[config.mk]
export PLATFORM = sky130hd
export DESIGN_NAME = lcd_nibble_reader
export DESIGN_NICKNAME = d
export VERILOG_FILES = /design/src/rtl/lcd_nibble_reader.sv
export SDC_FILE = /design/constraint.sdc
export NUM_CORES = 1
export LEC_CHECK = 0
export ABC_AREA = 1
export CAP_MARGIN = 20
export CELL_PAD_IN_SITES_DETAIL_PLACEMENT = 0
export CELL_PAD_IN_SITES_GLOBAL_PLACEMENT = 1
export CORE_AREA = 5 5 77 79
export CTS_CLUSTER_SIZE = 24
export DETAILED_ROUTE_END_ITERATION = 8
export DIE_AREA = 0 0 82 84
export PLACE_DENSITY_LB_ADDON = 0.1
export SLEW_MARGIN = 10
export SYNTH_ARGS = -nofsm -noshare
export SYNTH_HDL_FRONTEND = slang
export SYNTH_SLANG_ARGS = --single-unit
[constraint.sdc]
create_clock -name clk -period 1.9 [get_ports clk]
set_input_delay 0.38 -clock clk [delete_from_list [all_inputs] [get_ports clk]]
set_output_delay 0.38 -clock clk [all_outputs]
set_load 0.03 [all_outputs]
[src/rtl/lcd_nibble_reader.sv]
// Read-side engine for the 4-bit character-LCD bus.
// Performs one HD44780-style read (upper nibble first) and assembles the byte.
// In busy-poll mode it re-reads the busy flag until BF=0 or the attempt limit is hit.
// The LCD pins belong to this block only while bus_busy=1.
module lcd_nibble_reader #(
    parameter int T_SETUP  = 2,
    parameter int T_EHIGH  = 12,
    parameter int T_HOLD   = 1,
    parameter int T_NIBGAP = 50,
    parameter int MAX_POLL = 255
) (
    input  logic       clk,
    input  logic       rst_n,
    input  logic       req,
    input  logic       rs_sel,
    input  logic       poll,
    input  logic [3:0] lcd_d_in,
    output logic       ready,
    output logic       bus_busy,
    output logic       lcd_e,
    output logic       lcd_rs,
    output logic       lcd_rw,
    output logic [7:0] rd_data,
    output logic       done,
    output logic       timeout
);

    typedef enum logic [3:0] {
        IDLE,
        SETUP_H,
        EHI_H,
        HOLD_H,
        GAP,
        SETUP_L,
        EHI_L,
        HOLD_L,
        DONE,
        REPOLL
    } state_t;

    localparam logic [7:0] MAX_POLL_C = 8'(MAX_POLL);

    state_t     state;
    state_t     state_nx;
    logic [7:0] cnt;
    logic [7:0] attempts;
    logic       rs_q;
    logic       poll_q;
    logic       timer_done;
    logic       repoll_go;
    logic       poll_exhausted;

    // Dwell counter reload value for each state (count runs reload..0).
    function automatic logic [7:0] dwell(input state_t s);
        case (s)
            SETUP_H, SETUP_L: dwell = 8'(T_SETUP - 1);
            EHI_H, EHI_L:     dwell = 8'(T_EHIGH - 1);
            HOLD_H, HOLD_L:   dwell = 8'(T_HOLD - 1);
            GAP, REPOLL:      dwell = 8'(T_NIBGAP - 1);
            default:          dwell = '0;
        endcase
    endfunction

    // Decisions taken on the DONE cycle; rd_data[7] is the busy flag just read.
    always_comb begin
        timer_done     = (cnt == '0);
        repoll_go      = poll_q && rd_data[7] && (attempts < MAX_POLL_C);
        poll_exhausted = poll_q && rd_data[7] && !(attempts < MAX_POLL_C);
    end

    // State register.
    always_ff @(posedge clk or negedge rst_n) begin
        if (!rst_n) state <= IDLE;
        else        state <= state_nx;
    end

    // Next-state logic: each timed state leaves when its dwell counter reaches zero.
    always_comb begin
        state_nx = state;
        case (state)
            IDLE:    if (req)        state_nx = SETUP_H;
            SETUP_H: if (timer_done) state_nx = EHI_H;
            EHI_H:   if (timer_done) state_nx = HOLD_H;
            HOLD_H:  if (timer_done) state_nx = GAP;
            GAP:     if (timer_done) state_nx = SETUP_L;
            SETUP_L: if (timer_done) state_nx = EHI_L;
            EHI_L:   if (timer_done) state_nx = HOLD_L;
            HOLD_L:  if (timer_done) state_nx = DONE;
            DONE:    state_nx = repoll_go ? REPOLL : IDLE;
            REPOLL:  if (timer_done) state_nx = SETUP_H;
            default: state_nx = IDLE;
        endcase
    end

    // Output decode from the current state.
    always_comb begin
        ready    = 1'b0;
        bus_busy = 1'b1;
        lcd_e    = 1'b0;
        lcd_rs   = 1'b0;
        lcd_rw   = 1'b0;
        done     = 1'b0;
        timeout  = 1'b0;
        case (state)
            IDLE: begin
                ready    = 1'b1;
                bus_busy = 1'b0;
            end
            SETUP_H, HOLD_H, GAP, SETUP_L, HOLD_L: begin
                lcd_rs = rs_q;
                lcd_rw = 1'b1;
            end
            EHI_H, EHI_L: begin
                lcd_e  = 1'b1;
                lcd_rs = rs_q;
                lcd_rw = 1'b1;
            end
            DONE: begin
                done    = !repoll_go;
                timeout = poll_exhausted;
            end
            default: ;
        endcase
    end

    // Dwell counter: reloaded whenever the state changes, otherwise counts down to zero.
    always_ff @(posedge clk or negedge rst_n) begin
        if (!rst_n) begin
            cnt <= '0;
        end else if (state_nx != state) begin
            cnt <= dwell(state_nx);
        end else if (cnt != '0) begin
            cnt <= cnt - 8'd1;
        end
    end

    // Request latching and poll attempt counting; poll is meaningless for data reads.
    always_ff @(posedge clk or negedge rst_n) begin
        if (!rst_n) begin
            rs_q     <= 1'b0;
            poll_q   <= 1'b0;
            attempts <= '0;
        end else if (state == IDLE && req) begin
            rs_q     <= rs_sel;
            poll_q   <= poll && !rs_sel;
            attempts <= 8'd1;
        end else if (state == DONE && repoll_go) begin
            attempts <= attempts + 8'd1;
        end
    end

    // Nibble capture on the last E-high cycle of each pulse.
    always_ff @(posedge clk or negedge rst_n) begin
        if (!rst_n) begin
            rd_data <= '0;
        end else if (state == EHI_H && timer_done) begin
            rd_data[7:4] <= lcd_d_in;
        end else if (state == EHI_L && timer_done) begin
            rd_data[3:0] <= lcd_d_in;
        end
    end

endmodule

# ---- Yosys cells after proc, flatten, opt, wreduce, memory -nomap -nowiden
# Memories as Yosys holds them, arrays and structs flattened.
# Index checks and enable logic that the tools add are counted.
dict set report classes {
  muxes 22
  eq_ne 10
  n_addsub 2
  n_reduce_logical 19
  magnitude_cmp 1
  bitwise 1
}
# operator n
set ops {}
lappend ops {{$mux 4} 10}
lappend ops {{$pmux 4 s10} 1}
lappend ops {{$mux 8} 4}
lappend ops {{$eq 4x3->1 const B} 4}
lappend ops {{$add 8x1->8 const B} 1}
lappend ops {{$eq 4x2->1 const B} 2}
lappend ops {{$eq 4x4->1 const B} 2}
lappend ops {{$logic_and 1x1->1} 8}
lappend ops {{$logic_not 8->1} 1}
lappend ops {{$lt 8x8->1 const B} 1}
lappend ops {{$reduce_bool 8->1} 1}
lappend ops {{$sub 8x1->8 const B} 1}
lappend ops {{$mux 1} 7}
lappend ops {{$reduce_or 7->1} 1}
lappend ops {{$eq 4x1->1 const B} 1}
lappend ops {{$logic_not 4->1} 1}
lappend ops {{$ne 4x4->1} 1}
lappend ops {{$reduce_bool 2->1} 2}
lappend ops {{$logic_not 1->1} 3}
lappend ops {{$reduce_and 2->1} 1}
lappend ops {{$reduce_or 2->1} 1}
lappend ops {{$not 1->1} 1}
dict set report word_totals {
  input_bits 9
  reg_bits 30
  wordCells 63
  mem_bits_ro 80
  memories 1
}
# name depth width rd rd_ports_with_merged_regs write_ports line_no
set mem_list {}
lappend mem_list {{(name not given)} 16 5 1 0 0 55} ;# case (s)

# ---- Longest topological paths before layout
# Gate-level depths: netlist (run 1).
dict set report logic_depth {
  depth_word 6
  mapped_depth 17
  ltp_nobuf 16
}

# ---- Worst setup path before layout (run 1)
# OpenSTA, ideal clock, no wires.
dict set report synth_timing {
  path_type {register to register}
  startpoint {register cnt[0]}
  endpoint {register cnt[0]}
  slack_ns -0.070
  arrival_ns 1.852
  path_stages_with_launch 17
  path_buffers 0
  required_ns 1.782
  setup_time_ns 0.118
  cell_sequence {dfrtp_1 > inv_1 > ha_1 > nand2_2 > nor2_4 > nand2_1 > nand2_1 > nand2_1 > nand2_4 > inv_1 > ha_1 > inv_1 > nand2_1 > nand2_1 > o21ai_0 > nand2_1 > nand2_1}
}
dict set report synth_via {
  elab_chain_cells 5
  word_cells_on_any_way 17
  classes_between {1 x add/sub; 1 x eq/ne; 11 x mux; 3 x reduce/logical; 1 x memory}
}
# element line_no
set synth_lines {}
lappend synth_lines {{start, declared} 45} ;# logic [7:0] cnt;
lappend synth_lines {{start signal, assigned} 131} ;# cnt <= dwell(state_nx);
lappend synth_lines {{start signal, assigned} 133} ;# cnt <= cnt - 8'd1;
lappend synth_lines {{$logic_not 8->1 *} 66} ;# timer_done = (cnt == '0);
lappend synth_lines {{$mux 4 (tied with other cells)} 90} ;# REPOLL: if (timer_done) state_nx = SETUP_H;
lappend synth_lines {{$pmux 4 s10 *} 80} ;# case (state)
lappend synth_lines {{via state_nx[0]} 44} ;# state_t state_nx;
lappend synth_lines {{$mem_v2 16x5 / $ne 4x4->1 (equally long branches)} -}
lappend synth_lines {{$mux 8 / $reduce_bool 2->1 (equally long branches)} -}
# Mark *: on every way through the listed nets, which the timed path passes. The rest lies on a longest branch. The select of a mux whose other input is x is not followed.
# A chain may end at the register's enable or synchronous reset.

# ---- Worst setup path after layout (run 1)
# Ends and elaborated chain as after synthesis.

==> results_dict.tcl, run 1 <==
set metrics [dict create \
    outcome "complete, but fails checks" \
    violations "setup timing" \
    die_y_um 84 \
    antenna_found_initial 0 \
    num_rows 27 \
    clk_latency_ns 0.29 \
    yosys.cell_types.count 33 \
    h-tree-depth 2 \
    utilization 0.5159 \
    grt_remaining_overflow 0 \
    grt_pass1_wl_um 7431 \
    ctsHoldBuffers 0 \
    coreArea_um2 5270 \
    die_area_um2 6888 \
    grt_pass1_vias 1638 \
    rsz0062_at_grt "yes" \
    first_pass_iters 4 \
    wl_met2_um 2236 \
    synth_area_um2 1863 \
    drtIter0Drc 52 \
    slew_headroom 0.7250 \
    pre_cts_ws_ns -0.1091 \
    worst_slew_pin_slew_ns 0.4124 \
    wire_per_inst_um 12.31 \
    track_usage 0.1406 \
    dr_wl_met3_um 108 \
    cp_cell_sequence "inv_2, ha_4, nand2_4, nor2_4, nand2_2, nand2_2, nand2_2, nand2_4, inv_4, ha_4, inv_2, nand2_1, nand2_1, o21ai_1, nand2_1, nand2_1" \
    path_clk_slew_ns 0.08 \
    synth_seq_cells 30 \
    critPathBufInv 3 \
    mostFrequentLayoutCell "buf_4" \
    period_share 1.012 \
    routed.top_layer "met4" \
    hold_viol 0 \
    cp.required_ns 2.14 \
    post-route-min-period_ns 1.922 \
    cp-end-kind "flip-flop" \
    final_cell_mix "46 x buf_4, 35 x nand2_1, 29 x dfrtp_1" \
    syn_area_per_cell_um2 8.244 \
    clock_sinks 30 \
    holdWs_ns 0.4568 \
    path_delay_family "simple AND/OR/NAND/NOR gates" \
    synth_top_cell_area_share 0.4030 \
    syn_nets 241 \
    synth.yosys.seq_area_share 0.4030 \
    cpMostUsedCell "nand2_1" \
    wirelength_um 4544 \
    antenna_cells 0 \
    nFillCells 544 \
    maxCapViolations 0 \
    finClkSkew_ns 0.01430 \
    fin_setup_tns_ns -0.02709 \
    place_congestion 0.7626 \
    cp_slowest_cell "dfrtp_1" \
    fin_nets 311 \
    synth_top_flop_cell "dfrtp_1" \
    setup-violations-final 2 \
    arrival_ns 2.16 \
    async_flop_share 1.000 \
    crit_fanout 7 \
    met1_length_um 2126 \
    io_buffers 23 \
    cts-root-buf "clkbuf_8" \
    drc 0 \
    io_pins 24 \
    vias 1636 \
    grt_max_degree 31 \
    initial_core_util 0.3535 \
    finalPower_mw 1.357 \
    powerDensity_nw_per_um2 499.2 \
    synth.area.top_cells "dfrtp_1 40%, nand2_1 8.9%, inv_1 6.4%" \
    multi_input_area_um2 1070 \
    numCtsBuffers 5 \
    synthCells 226 \
    area_growth_pct 45.94 \
    drv_slew 0 \
    cts_tree "yes" \
    synth_top_area_cell "dfrtp_1" \
    drtAntennaViolNets 0 \
    ys_warn_count 0 \
    max_stage_delay_ns 0.40 \
    place_hpwl_um 3251 \
    drive_gt1_frac 0.4074 \
    vdd_drop_max_v 0.0002689 \
    startpoint_type "flip-flop" \
    setup_ws_ns -0.02229 \
    seqCellArea_um2 752.0 \
    cts_buffer_depth 2 \
    fp.dieW_um 82 \
    worstSetupPathType "flip-flop to flip-flop" \
    synth_enable_flop_cells 0 \
    timing.fmax_mhz 520.2 \
    worstHoldPathType "flip-flop to flip-flop" \
    via_per_inst 4.434 \
    leakage_nw 1.379 \
]
==> area by class of cell <==
type,count,area share
Tap cell,72,0.03313
Multi-Input combinational cell,156,0.3935
Inverter,36,0.05430
Clock buffer,6,0.02669
Timing Repair Buffer,67,0.2020
Sequential cell,30,0.2766
Clock inverter,2,0.01381
==> per-stage QoR <==
stage | std cells | instance area, µm²
after floorplan | 226 | 1876
after global placement | 348 | 2385
after detailed placement | 348 | 2385
after CTS | 359 | 2534
after global routing | 369 | 2719
final | 369 | 2719
==> per-layer routing <==
| layer | global-route usage | vias to the layer above |
|---|---|---|
| met1 | 0.1824 | 764 |
| met4 | 0.05438 | 0 |
| met5 | 0 | - |
| li1 | - | 846 |
| met2 | 0.2256 | 18 |
| met3 | 0.02808 | 8 |
==> cell usage after synthesis, drive strengths merged, types with 2 or more instances <==
| cell | n |
|---|---|
| xor2 | 3 |
| nor3 | 6 |
| xnor2 | 3 |
| a22o | 2 |
| inv | 35 |
| dfrtp | 30 |
| nor2 | 35 |
| nand4 | 3 |
| nand2 | 56 |
| a21oi | 10 |
| o21ai | 18 |
| nand3 | 10 |
| buf | 3 |
| ha | 6 |
==> worst register-to-register path: stages (launching register included) <==
cell	delay, ns
dfrtp_1	0.40
inv_2	0.08
ha_4	0.15
nand2_4	0.06
nor2_4	0.20
nand2_2	0.09
nand2_2	0.09
nand2_2	0.07
nand2_4	0.10
inv_4	0.05
ha_4	0.25
inv_2	0.02
nand2_1	0.05
nand2_1	0.04
o21ai_1	0.11
nand2_1	0.06
nand2_1	0.05
==> sequential cells by signal, summed over array words and instances, names as in the netlist <==
register,flops
cnt,8
poll_q,1
rd_data,8
attempts,8
rs_q,1
state,4
==> path summary, 6_finish.rpt <==
check / start / endpoint / slack, ns / depth (start not counted)
max in group asynchronous: rst_n / state[1] / 1.08 / 2
worst max register to register: cnt[0] / cnt[0] / -0.02 / 16
min in group asynchronous: rst_n / cnt[0] / 0.50 / 2
worst min register to register: attempts[7] / attempts[7] / 0.46 / 1
worst min-delay path: attempts[7] / attempts[7] / 0.46 / 1
worst max-delay path: cnt[0] / cnt[0] / -0.02 / 16
==> logic make-up after synthesis <==
group / share of synthesized area
XOR/XNOR: 0.02821
AO/OA/AOI/OAI: 0.09739
flip-flops: 0.4030
adder cells (fa/ha/maj): 0.04029
buffers and inverters: 0.09268
AND/OR/NAND/NOR: 0.3385
==> what timing repair did <==
action                                  CTS  global route
pin swaps                                 7            25
endpoints found under the setup margin    7            12
gates resized for setup                  12            36
buffers inserted                          3            10
==> power by group <==
group	total [mW]	switching, mW	internal [mW]
Sequential	0.646	0.00304	0.643
Clock	0.657	0.266	0.391
Combinational	0.0542	0.0291	0.0250
Total	1.36	0.298	1.06
(Power assumes the default switching activity.)
==> run 2: changes to the inputs <==
--- a/config.mk
+++ b/config.mk
@@ -6,7 +6,7 @@
 export NUM_CORES = 1
 export LEC_CHECK = 0
 export ABC_AREA = 1
-export CAP_MARGIN = 20
+export CAP_MARGIN = 0
 export CELL_PAD_IN_SITES_DETAIL_PLACEMENT = 0
 export CELL_PAD_IN_SITES_GLOBAL_PLACEMENT = 1
 export CORE_AREA = 5 5 77 79
==> results of run 2 <==
Final layout, timing and power as in run 1 (identical DEF).
